**config.mk**
```make
export PLATFORM = sky130hd
export DESIGN_NAME = ps2_rx_fifo
export DESIGN_NICKNAME = d
export VERILOG_FILES = /design/src/rtl/ps2_pkg.sv /design/src/rtl/sync_fifo.sv /design/src/rtl/ps2_rx_fifo.sv
export SDC_FILE = /design/constraint.sdc
export NUM_CORES = 1
export LEC_CHECK = 0
export BUFFER_PORTS_ARGS = -buffer_cell sky130_fd_sc_hd__buf_2
export CORE_MARGIN = 4
export CORE_UTILIZATION = 40
export CTS_CLUSTER_SIZE = 20
export DETAILED_ROUTE_END_ITERATION = 8
export PLACE_DENSITY = 0.66
export SLEW_MARGIN = 10
export SYNTH_ARGS = -nofsm -noshare
export SYNTH_HDL_FRONTEND = slang
export SYNTH_HIERARCHICAL = 1
export SYNTH_SLANG_ARGS = --single-unit
```
**constraint.sdc**
```tcl
create_clock -name clk -period 3.81 [get_ports clk]
set_input_delay 0.1905 -clock clk [delete_from_list [all_inputs] [get_ports clk]]
set_output_delay 0.1905 -clock clk [all_outputs]
set_load 0.02 [all_outputs]
```
**src/rtl/ps2_pkg.sv**
```systemverilog
// Shared types and constants for the PS/2 receive path: FSM states,
// error cause codes and frame geometry.
package ps2_pkg;

    typedef enum logic [1:0] {
        IDLE,
        DATA,
        PARITY,
        STOP
    } rxState_t;

    localparam logic [1:0] ERR_PARITY  = 2'd1;
    localparam logic [1:0] ERR_STOP    = 2'd2;
    localparam logic [1:0] ERR_TIMEOUT = 2'd3;

    // start + 8 data + parity + stop
    localparam int FRAME_BITS = 11;
    localparam int DATA_BITS  = FRAME_BITS - 3;

    function automatic logic oddParityOk(input logic [7:0] byteVal, input logic parityBit);
        return ^{byteVal, parityBit};
    endfunction

endpackage

```
**src/rtl/sync_fifo.sv**
```systemverilog
// Synchronous show-ahead FIFO; a push while full is accepted only when a pop
// frees the head in the same cycle. Shared with the UART receive path.
module sync_fifo #(
    parameter int WIDTH = 8,
    parameter int DEPTH = 4,
    localparam int AW = $clog2(DEPTH)
) (
    input  logic             clk,
    input  logic             reset,
    input  logic             push,
    input  logic             pop,
    input  logic [WIDTH-1:0] wrData,
    output logic [WIDTH-1:0] rdData,
    output logic             full,
    output logic             empty,
    output logic [AW:0]      count
);

    logic [WIDTH-1:0] mem [DEPTH];
    logic [AW-1:0]    wrPtr;
    logic [AW-1:0]    rdPtr;
    logic             doPush;
    logic             doPop;

    assign full   = (count == (AW+1)'(DEPTH));
    assign empty  = (count == '0);
    assign doPop  = pop && !empty;
    assign doPush = push && (!full || doPop);
    assign rdData = empty ? '0 : mem[rdPtr];

    always_ff @(posedge clk) begin
        if (doPush) begin
            mem[wrPtr] <= wrData;
        end
    end

    // Pointers rely on DEPTH being a power of two so they wrap naturally.
    always_ff @(posedge clk or posedge reset) begin
        if (reset) begin
            wrPtr <= '0;
            rdPtr <= '0;
            count <= '0;
        end else begin
            if (doPush) begin
                wrPtr <= wrPtr + AW'(1);
            end
            if (doPop) begin
                rdPtr <= rdPtr + AW'(1);
            end
            case ({doPush, doPop})
                2'b10:   count <= count + (AW+1)'(1);
                2'b01:   count <= count - (AW+1)'(1);
                default: count <= count;
            endcase
        end
    end

endmodule

```
**src/rtl/ps2_rx_fifo.sv**
```systemverilog
// PS/2 device-to-host receiver with frame checking, glitch rejection, timeout
// and a show-ahead receive FIFO. Define PS2_RX_INHIBIT_EN to add ps2ClkOe.
module ps2_rx_fifo
    import ps2_pkg::*;
#(
    parameter int CNT_BITS = 12,
    parameter int MIN_LOW  = 2,
    parameter int TIMEOUT  = 4000,
    parameter int DEPTH    = 4,
    localparam int AW = $clog2(DEPTH)
) (
    input  logic        clk,
    input  logic        reset,
    input  logic        ps2Clk,
    input  logic        ps2Data,
    input  logic        rdEn,
    input  logic        clrOvf,
    output logic [7:0]  data,
    output logic        dataReady,
    output logic [AW:0] count,
    output logic        error,
    output logic [1:0]  errCode,
    output logic        overflow
`ifdef PS2_RX_INHIBIT_EN
    ,
    output logic        ps2ClkOe
`endif
);

    localparam logic [CNT_BITS-1:0] MIN_LOW_C = CNT_BITS'(MIN_LOW);
    localparam logic [CNT_BITS-1:0] TIMEOUT_C = CNT_BITS'(TIMEOUT);
    localparam logic [CNT_BITS-1:0] ONE_C     = CNT_BITS'(1);

    logic [1:0]          clkSync;
    logic [1:0]          dataSync;
    logic                ps2ClkS;
    logic                ps2DataS;
    logic                clkPrev;
    logic [CNT_BITS-1:0] phaseCnt;
    logic [CNT_BITS-1:0] curLen;
    logic                sample;
    logic                timeout;

    rxState_t   state, stateNext;
    logic [2:0] bitCnt, bitCntNext;
    logic [7:0] shiftReg, shiftNext;
    logic       parityOk, parityOkNext;
    logic       frameGood;
    logic       frameErr;
    logic [1:0] errCause;

    logic       fifoFull;
    logic       fifoEmpty;

    // Synchronisers start at the idle-bus level so reset never fakes a start bit.
    always_ff @(posedge clk or posedge reset) begin
        if (reset) begin
            clkSync  <= 2'b11;
            dataSync <= 2'b11;
        end else begin
            clkSync  <= {clkSync[0], ps2Clk};
            dataSync <= {dataSync[0], ps2Data};
        end
    end

    assign ps2ClkS  = clkSync[1];
    assign ps2DataS = dataSync[1];

    // curLen is the length of the current ps2Clk phase including this cycle.
    always_comb begin
        curLen = phaseCnt;
        if (ps2ClkS != clkPrev) begin
            curLen = ONE_C;
        end else if (!(&phaseCnt)) begin
            curLen = phaseCnt + ONE_C;
        end
    end

    always_ff @(posedge clk or posedge reset) begin
        if (reset) begin
            clkPrev  <= 1'b1;
            phaseCnt <= '0;
        end else begin
            clkPrev  <= ps2ClkS;
            phaseCnt <= curLen;
        end
    end

    assign sample  = !ps2ClkS && (curLen == MIN_LOW_C);
    assign timeout = (state != IDLE) && (curLen >= TIMEOUT_C);

    always_ff @(posedge clk or posedge reset) begin
        if (reset) begin
            state    <= IDLE;
            bitCnt   <= '0;
            shiftReg <= '0;
            parityOk <= 1'b0;
        end else begin
            state    <= stateNext;
            bitCnt   <= bitCntNext;
            shiftReg <= shiftNext;
            parityOk <= parityOkNext;
        end
    end

    // Timeout pre-empts any sample; at the stop bit a bad stop outranks bad parity.
    always_comb begin
        stateNext    = state;
        bitCntNext   = bitCnt;
        shiftNext    = shiftReg;
        parityOkNext = parityOk;
        frameGood    = 1'b0;
        frameErr     = 1'b0;
        errCause     = errCode;
        if (timeout) begin
            stateNext = IDLE;
            frameErr  = 1'b1;
            errCause  = ERR_TIMEOUT;
        end else if (sample) begin
            case (state)
                IDLE: begin
                    if (!ps2DataS) begin
                        stateNext  = DATA;
                        bitCntNext = '0;
                    end
                end
                DATA: begin
                    shiftNext  = {ps2DataS, shiftReg[7:1]};
                    bitCntNext = bitCnt + 3'd1;
                    if (bitCnt == 3'(DATA_BITS - 1)) begin
                        stateNext = PARITY;
                    end
                end
                PARITY: begin
                    parityOkNext = oddParityOk(shiftReg, ps2DataS);
                    stateNext    = STOP;
                end
                STOP: begin
                    stateNext = IDLE;
                    if (!ps2DataS) begin
                        frameErr = 1'b1;
                        errCause = ERR_STOP;
                    end else if (!parityOk) begin
                        frameErr = 1'b1;
                        errCause = ERR_PARITY;
                    end else begin
                        frameGood = 1'b1;
                    end
                end
                default: stateNext = IDLE;
            endcase
        end
    end

    always_ff @(posedge clk or posedge reset) begin
        if (reset) begin
            error   <= 1'b0;
            errCode <= '0;
        end else begin
            error   <= frameErr;
            errCode <= errCause;
        end
    end

    sync_fifo #(
        .WIDTH(8),
        .DEPTH(DEPTH)
    ) uFifo (
        .clk    (clk),
        .reset  (reset),
        .push   (frameGood),
        .pop    (rdEn),
        .wrData (shiftReg),
        .rdData (data),
        .full   (fifoFull),
        .empty  (fifoEmpty),
        .count  (count)
    );

    assign dataReady = !fifoEmpty;

    // A fresh drop in the same cycle as clrOvf keeps the flag set.
    always_ff @(posedge clk or posedge reset) begin
        if (reset) begin
            overflow <= 1'b0;
        end else if (frameGood && fifoFull && !rdEn) begin
            overflow <= 1'b1;
        end else if (clrOvf) begin
            overflow <= 1'b0;
        end
    end

`ifdef PS2_RX_INHIBIT_EN
    always_ff @(posedge clk or posedge reset) begin
        if (reset) begin
            ps2ClkOe <= 1'b0;
        end else begin
            ps2ClkOe <= fifoFull && (state == IDLE);
        end
    end
`endif

endmodule

```
## Word-level counts from Yosys, hierarchy flattened

Memory sizes are Yosys's and may differ from the RTL's.
Index checks and enable logic that the tools add are counted.

| word-level totals | value |
|---|---|
| register bits | 42 |
| memories kept | 1 |
| logic and storage cells | 92 |
| bits of input ports | 6 |
| output and inout bits | 16 |
| RAM bits | 32 |

Memory list:

| name | depth | bits a word | read ports | clocked after Yosys merged registers in | write ports | line | RTL |
|---|---|---|---|---|---|---|---|
| uFifo.mem | 4 | 8 | 1 | 0 | 1 | sync_fifo.sv:19 | `logic [WIDTH-1:0] mem [DEPTH];` |

| cells by class | value |
|---|---|
| magnitude comparators | 1 |
| mux-type cells | 30 |
| $add $sub $neg | 6 |
| reduce and logical (&&, ||, !) cells | 26 |
| bitwise operators | 1 |
| equality and inequality tests | 13 |

Operators with widths:

| operator | count |
|---|---|
| $mux 12 | 2 |
| $mux 2 | 9 |
| $mux 1 | 14 |
| $add 12x1->12 const B | 1 |
| $eq 12x2->1 const B | 1 |
| $ge 12x12->1 const B | 1 |
| $pmux 3 s2 | 2 |
| $reduce_and 12->1 | 1 |
| $reduce_and 3->1 | 4 |
| $reduce_bool 2->1 | 6 |
| $ne 3x3->1 const B | 3 |
| $reduce_xor 9->1 | 1 |
| $mux 8 | 1 |
| $pmux 2 s4 | 1 |
| $add 3x1->3 const B | 2 |
| $eq 2x2->1 const B | 3 |
| $eq 3x3->1 const B | 2 |
| $logic_and 1x1->1 | 6 |
| $add 2x1->2 const B | 2 |
| $eq 2x1->1 const B | 2 |
| $logic_not 1->1 | 4 |
| $reduce_and 4->1 | 1 |
| $logic_not 3->1 | 1 |
| $mux 3 | 1 |
| 6 further kinds | 6 |

## Depth between registers and ports, before layout

Gate-level depths: netlist (run 1).

| logic depth | value |
|---|---|
| word-level depth | 10 |
| depth in mapped cells | 17 |
| depth with buffers taken out | 16 |

## Hierarchy

Netlist (run 1), hierarchy kept.

Modules (own cells, without submodules):

| module | times used | area an instance (µm²) | cells each | sequential area each (µm²) |
|---|---|---|---|---|
| ps2_rx_fifo | 1 | 1959.4 | 188 | 882.1 |
| sync_fifo | 1 | 1649.1 | 91 | 1136.1 |

## Worst setup path after synthesis (run 1)

No wires, ideal clock.

| timing path | value |
|---|---|
| path kind | flip-flop to flip-flop |
| start | register phaseCnt[0] |
| end | register uFifo.count[2] |
| arrival time | 3.071 ns |
| clock period less this slack | 3.203 ns |
| setup time | 0.131 ns |
| setup slack | 0.607 ns |
| data required time | 3.679 ns |
| buffers on the path | 1 |
| stages on the path, launching flop included | 18 |
| cell sequence | dfrtp_1 > ha_1 > and4_1 > buf_2 > nand2_1 > o311ai_1 > o211ai_1 > nor3_4 > nand2_1 > nor3_1 > o21a_4 > inv_1 > ha_1 > inv_1 > fa_1 > xor2_1 > nor2_1 > xor2_1 |

| on the way | value |
|---|---|
| longest elaborated chain between the ends | 10 |
| elaborated cells on any way between the ends | 15 |
| those cells by class | add/sub: 1; order compare: 1; eq/ne: 3; mux: 5; reduce/logical: 5 |

RTL lines:

| item | line | RTL |
|---|---|---|
| from (decl) | ps2_rx_fifo.sv:39 | `logic [CNT_BITS-1:0] phaseCnt;` |
| from (signal assigned) | ps2_rx_fifo.sv:85 | `phaseCnt <= curLen;` |
| $add 12x1->12 or $reduce_and 12->1 (tied branches) | ps2_rx_fifo.sv:75, ps2_rx_fifo.sv:74 |  |
| $mux 12 * | ps2_rx_fifo.sv:74 | `end else if (!(&phaseCnt)) begin` |
| $mux 12 * | ps2_rx_fifo.sv:72 | `if (ps2ClkS != clkPrev) begin` |
| parallel branches: the longest is 3 deep, another holds $ge 12x12->1 | -- |  |
| $mux 1 * | ps2_rx_fifo.sv:115 | `if (timeout) begin` |
| net frameGood | ps2_rx_fifo.sv:48 | `logic frameGood;` |
| $logic_and 1x1->1 * | sync_fifo.sv:28 | `assign doPush = push && (!full \|\| doPop);` |
| $eq 2x1->1 or $eq 2x2->1 (tied branches) | sync_fifo.sv:50 | `case ({doPush, doPop})` |
| $pmux 3 s2 or $reduce_bool 2->1 (tied branches) | -- |  |
| to (signal assigned) | sync_fifo.sv:51 | `2'b10: count <= count + (AW+1)'(1);` |
| to (signal assigned) | sync_fifo.sv:52 | `2'b01: count <= count - (AW+1)'(1);` |
| to (signal assigned) | sync_fifo.sv:53 | `default: count <= count;` |
| to (decl) | sync_fifo.sv:16 | `output logic [AW:0] count` |

Mark *: on every way through the listed nets, which the timed path passes.
A chain may end at the register's enable or synchronous reset.

## Final worst setup path (run 1)

Same ends and word-level chain as after synthesis.

==> metrics.cfg, run 1 <==
[setup_path]
critPathMaxStageDelay_ps=420
cpLargestDelayFamily=simple AND/OR/NAND/NOR gates
cp_max_fo=7
required_ps=4090
worstSetupPathType=register to register
cp-end-kind=register
slowest_stage=dfrtp_1
path_buf_inv=2
crit_chain=ha_1 > and4_1 > nand3_2 > and3_1 > a311oi_2 > nor3_4 > nand2_1 > nor3_1 > o21a_4 > inv_1 > ha_1 > inv_1 > fa_1 > xor2_1 > nor2_1 > xor2_1
critPathLaunchType=register
arrival_ps=3590

[route]
drtIter0Drc=71
first_pass_iters=4
wl_per_cell_um=14.7
wirelength_mm=6.20
final_antenna_net_count=0
via_per_inst=5.13
vias=2161
drc_errors=0

[logic_synthesis]
syn_nets=298
ys.flop_type=dfrtp_1
seq_area_frac_synth=0.559
synth.avg_cell_area_um2=12.9
synth_warnings=6
synth_edf_count=32
synth_area_um2=3610
async_flop_share=0.568
synth_cells=279
synth_cell_type_count=52
ys_ff_latch=74

[floorplan]
initial_core_util=0.412
die_area_um2=10600
core_region_area_um2=8760
placementRows=34
pin_count=22
die_x_um=103
die_h_um=103

[timing]
finalClockSkew_ps=7.39
min_period_ps=3310
finalSetupViolCount=0
period_share=0.870
finalSetupTns_ps=0
timing.fmax_ghz=0.302
rsz0062_at_grt=no
slew_headroom=0.604
drv_slew=0
whs_ps=28.0
tightest_slew_ps=594
finalWorstSetupSlack_ps=497
finalHoldViolations=0

[placement]
io_buffers=21
dp_slack_ps=498
place.gp.congestion=0.807
place_hpwl_mm=4.35

[clock_network]
cts_tree=built
htree_levels=3
clock_path_buffers=2
cts_hold_buf=3
clk_pin_slew_worst_paths_ps=90
cts_root_buffer=clkbuf_8
cts_buffers=9
clk_latency_ps=350
clock_sinks=74
cts-resized-gates=0
postCtsSetupBuffers=0

[finish]
layout.nets=327
postLayoutCoreUtil=0.464
drive_gt1_frac=0.256
antenna_cells=0
syn2layout_area_growth_pct=12.7
final_cell_mix=dfrtp_1 (37), edfxtp_1 (32), buf_2 (21)
layout_commonest_cell=dfrtp_1

[global_routing]
busiest_layer=met2
antenna_found_initial=0
grt_use_met2=0.222
grt_max_degree=36
use_met3=0.0447
gr-usage-met1=0.166
overflow=0
grt_util_all_layers=0.133
grt_pass1_vias=2243
grt_pass1_wl_mm=10.9

[job]
maxCapViolations=0

[pwr]
leakage_nw=1.76
peakVddDrop_mv=0.237
p_per_area_nw_per_um2=617

[hold_path]
holdCritPathClass=primary input to register

[run_status]
status=complete, no violations

kinds of logic (layout without fill, tap and decap cells):
group	count (synthesis)	in the layout	synth area share
and+or+nand+nor	90	90	0.156
DFF	74	74	0.559
AOI/OAI and AO/OA	36	36	0.0683
buffers and inverters	28	62	0.0312
xor gates and xnor gates	19	19	0.0461
muxes	19	19	0.0915
adders and majority gates	13	13	0.0472
cells in the mapped netlist, types with 3 or more instances:
cell type  count  area, um2
dfrtp_1       37        926
edfxtp_1      32        961
inv_1         19       71.3
nor2_1        17       63.8
ha_1          12        150
nand2_1       12       45.0
and2_1        11       68.8
xnor2_1       11       96.3
mux2_4         8        120
mux4_2         8        180
nand3_1        8       40.0
nor3_1         8       40.0
o21ai_0        8       40.0
xor2_1         8       70.1
a21oi_1        7       35.0
buf_2          6       30.0
dfstp_2        5        131
and2_2         4       30.0
and3_1         4       25.0
a31oi_1        3       18.8
clkbuf_1       3       11.3
mux2i_1        3       30.0
o211ai_1       3       22.5
or3_1          3       18.8
cell type report:
| type | count | area [um2] |
|---|---|---|
| Fill cell | 791 | 4700 |
| Multi-Input combinational cell | 177 | 1480 |
| Clock buffer | 9 | 124 |
| Tap cell | 108 | 135 |
| Inverter | 19 | 71.3 |
| Timing Repair Buffer | 27 | 158 |
| Sequential cell | 74 | 2020 |
| Clock inverter | 7 | 83.8 |
sequential cells by signal, summed over array words and instances (netlist names):
register and flops:
bitCnt 3, clkPrev 1, clkSync 2, dataSync 2, errCode 2, error 1
overflow 1, parityOk 1, phaseCnt 12, shiftReg 8, state 2, uFifo/count 3
uFifo/mem 32, uFifo/rdPtr 2, uFifo/wrPtr 2
final timing paths:
path / start / to / slack (ps) / cells past startpoint
max reg2reg: phaseCnt[0] / uFifo/count[2] / 500 / 16
min: clrOvf / overflow / 30 / 2
min in group asynchronous: reset / uFifo/count[2] / 320 / 3
max in group asynchronous: reset / clkPrev / 2970 / 4
min reg2reg: dataSync[0] / dataSync[1] / 360 / 0
max: phaseCnt[0] / uFifo/count[2] / 500 / 16
per-stage QoR:
| step | total power [mW] | instance area (um2) | cells |
|---|---|---|---|
| 5_1_grt | 2.69 | 4070 | 421 |
| 4_1_cts | 2.56 | 4070 | 421 |
| 3_3_place_gp | 1.88 | 3830 | 402 |
| 3_5_place_dp | 1.91 | 3830 | 402 |
| 6_report | 2.51 | 4070 | 421 |
| 2_1_floorplan | 1.69 | 3610 | 279 |
report_power, final:
group / switching (mW) / total (mW) / internal, mW
Combinational: 0.422 / 0.806 / 0.384
Sequential: 0.135 / 1.07 / 0.931
Clock: 0.323 / 0.638 / 0.315
per-layer routing:
| metal | vias to the layer above | wire length (um) |
|---|---|---|
| li1 | 1065 | - |
| met2 | 39 | 3090 |
| met3 | 7 | 262 |
| met1 | 1050 | 2780 |
| met5 | - | 0 |
| met4 | 0 | 65 |
Power figures use the tool's default switching activity.
==> run 2, diff against run 1 <==
--- a/config.mk
+++ b/config.mk
@@ -10,8 +10,8 @@
 export CORE_UTILIZATION = 40
 export CTS_CLUSTER_SIZE = 20
 export DETAILED_ROUTE_END_ITERATION = 8
+export GPL_TIMING_DRIVEN = 0
 export PLACE_DENSITY = 0.66
-export SLEW_MARGIN = 10
 export SYNTH_ARGS = -nofsm -noshare
 export SYNTH_HDL_FRONTEND = slang
 export SYNTH_HIERARCHICAL = 1
==> constraint.sdc (replaced) <==
create_clock -name clk -period 3.81 [get_ports clk]
set_input_delay 0.1905 -clock clk [delete_from_list [all_inputs] [get_ports clk]]
set_output_delay 0.1905 -clock clk [all_outputs]
set_load 0.05 [all_outputs]
==> metrics.cfg, run 2 (synthesis gave the netlist of run 1 again) <==
[route]
final_antenna_net_count=0  ; unchanged
drc_errors=0  ; unchanged
first_pass_iters=4  ; unchanged
wl_per_cell_um=14.6  ; -1.1%
vias=2201  ; +1.9%
via_per_inst=5.11  ; -0.51%
wirelength_mm=6.27  ; +1.2%
drtIter0Drc=79  ; +11%

[setup_path]
critPathLaunch=phaseCnt[0]
reg2reg_depth=17  ; +1
cpLargestDelayFamily=simple AND/OR/NAND/NOR gates
path_buf_inv=3  ; +1
slowest_stage=dfrtp_1
cp-end-kind=register
r2r_end=uFifo/count[2]
cp_max_fo=7  ; unchanged
r2r-start=phaseCnt[0]
worstSetupPathType=register to register
crit_chain=ha_1 > and4_1 > buf_2 > nand2_1 > o311ai_1 > o211ai_1 > nor3_4 > nand2_1 > nor3_1 > o21a_4 > inv_1 > ha_1 > inv_1 > fa_1 > xor2_1 > nor2_1 > xor2_1
required_ps=4040  ; -50 ps
critPathMaxStageDelay_ps=420  ; about the same
critPathLaunchType=register
arrival_ps=3710  ; +120 ps
ff2ff_setup_slack_ps=330  ; -170 ps

[finish]
antenna_cells=0  ; unchanged
final_cell_mix=dfrtp_1 (37), edfxtp_1 (32), buf_2 (27)
seqCellArea_um2=2020  ; unchanged
largest_register=uFifo/mem
multi_input_area_um2=1480  ; unchanged
layout.nets=337  ; +3.1%
layout_commonest_cell=dfrtp_1
fillers=773  ; -2.3%
top_regs=uFifo/mem (32), phaseCnt (12), shiftReg (8)
syn2layout_area_growth_pct=15.0
largest_register_ffs=32  ; unchanged
drive_gt1_frac=0.269  ; +0.0138

[timing]
timing.fmax_ghz=0.287  ; -4.8%
tightest_slew_ps=738  ; +144 ps
slew_headroom=0.508  ; -0.0967
period_share=0.913  ; +0.0437
finalHoldViolations=0  ; unchanged
drv_slew=0  ; unchanged
whs_ps=23.7  ; -4.32 ps
finalSetupViolCount=0  ; unchanged
finalClockSkew_ps=12.0  ; +4.63 ps
min_period_ps=3480  ; +166 ps

[placement]
io_buffers=21  ; unchanged
place.gp.congestion=0.816  ; +1.1%
place_hpwl_mm=4.30  ; -1.1%

[global_routing]
grt_max_degree=36  ; unchanged
antenna_found_initial=0  ; unchanged
overflow=0  ; unchanged
grt_pass1_vias=2205  ; -1.7%
grt_util_all_layers=0.127  ; -0.00579
grt_pass1_wl_mm=10.4  ; -4.5%

[hold_path]
hold_end=overflow
min_from=clrOvf
hold_depth=2  ; unchanged
holdCritPathClass=primary input to register

[clock_network]
htree_levels=3  ; unchanged
clk_pin_slew_worst_paths_ps=90  ; about the same
clk_latency_ps=340  ; about the same
clock_sinks=74  ; unchanged
cts_buffers=9  ; unchanged
clock_path_buffers=2  ; unchanged
cts_root_buffer=clkbuf_8
cts-resized-gates=0  ; unchanged
cts_tree=built

[floorplan]
initial_core_util=0.412  ; unchanged
die_x_um=103  ; unchanged
core_region_area_um2=8760  ; unchanged
die_area_um2=10600  ; unchanged
placementRows=34  ; unchanged
die_h_um=103  ; unchanged
pin_count=22  ; unchanged

[job]
maxCapViolations=0  ; unchanged

[pwr]
leakage_nw=1.82  ; +3.2%
p_per_area_nw_per_um2=690  ; +12%
power.total_mw=2.86  ; +14%
peakVddDrop_mv=0.325  ; +37%

[run_status]
status=complete, no violations

## run 2: cell count changes in the layout (fill, tap and decap cells not counted), sizes merged
cell      change
buf           +7
bufinv        +2
clkbuf        +4
clkinvlp      -1
inv           -2
## run 2: layer usage
layer	part of all wire	GRT usage	up-vias
li1	-	-	1088
met1	0.44	0.155	1070
met2	0.51	0.220	37
met3	0.041	0.0365	6
met4	0.0062	0.0329	0
met5	0	0	-
## run 2: layout make-up
type | instances | share of cell area
flip-flops and latches | 74 | 0.486
well taps | 108 | 0.0326
multi-input cells | 177 | 0.356
plain buffers | 9 | 0.00995
repair buffers | 28 | 0.0398
inverters | 19 | 0.0172
clock buffers | 10 | 0.0308
clock inverters | 6 | 0.0271
## run 2: how the worst max path moves through the flow
stage | end | slack, ps | cells past startpoint
after floorplan | uFifo/count[2] | 590 | 17
after global placement | uFifo/count[2] | 260 | 17
after detailed placement | uFifo/count[2] | 220 | 16
after CTS | uFifo/count[2] | 210 | 16
after global routing | uFifo/count[2] | -4 | 17
final | uFifo/count[2] | 330 | 17
## run 2: repair_timing
| item | 4_1_cts | 5_1_grt |
|---|---|---|
| endpoints found under the setup margin | 0 | 2 |
| hold buffers | 3 | 0 |
| endpoints found under the hold margin | 9 | 0 |
| setup buffers | 0 | 4 |
## run 2: worst register-to-register path, stage by stage, from the launching register on
cell and delay (ps):
dfrtp_1 420, ha_1 290, and4_1 200, buf_2 160
nand2_1 80, o311ai_1 230, o211ai_1 210, nor3_4 360
nand2_1 150, nor3_1 200, o21a_4 210, inv_1 50
ha_1 210, inv_1 70, fa_1 170, xor2_1 150
nor2_1 60, xor2_1 140
## run 2: power by group
| part | internal (mW) | switching, mW |
|---|---|---|
| clock network | 0.439 | 0.297 |
| logic | 0.397 | 0.721 |
| registers | 0.932 | 0.0784 |
| total | 1.77 | 1.10 |
## run 2: metrics by stage
| step | utilization | cell area [um2] | TNS, ps | instances | setup WS, ps |
|---|---|---|---|---|---|
| final | 0.473 | 4150 | 0 | 431 | 330 |
| after global routing | 0.473 | 4150 | -4.22 | 431 | -4.22 |
| after CTS | 0.470 | 4120 | 0 | 427 | 207 |
| after detailed placement | 0.439 | 3850 | 0 | 408 | 215 |
| after global placement | 0.439 | 3850 | 0 | 408 | 264 |
| after floorplan | - | 3610 | 0 | 279 | 595 |
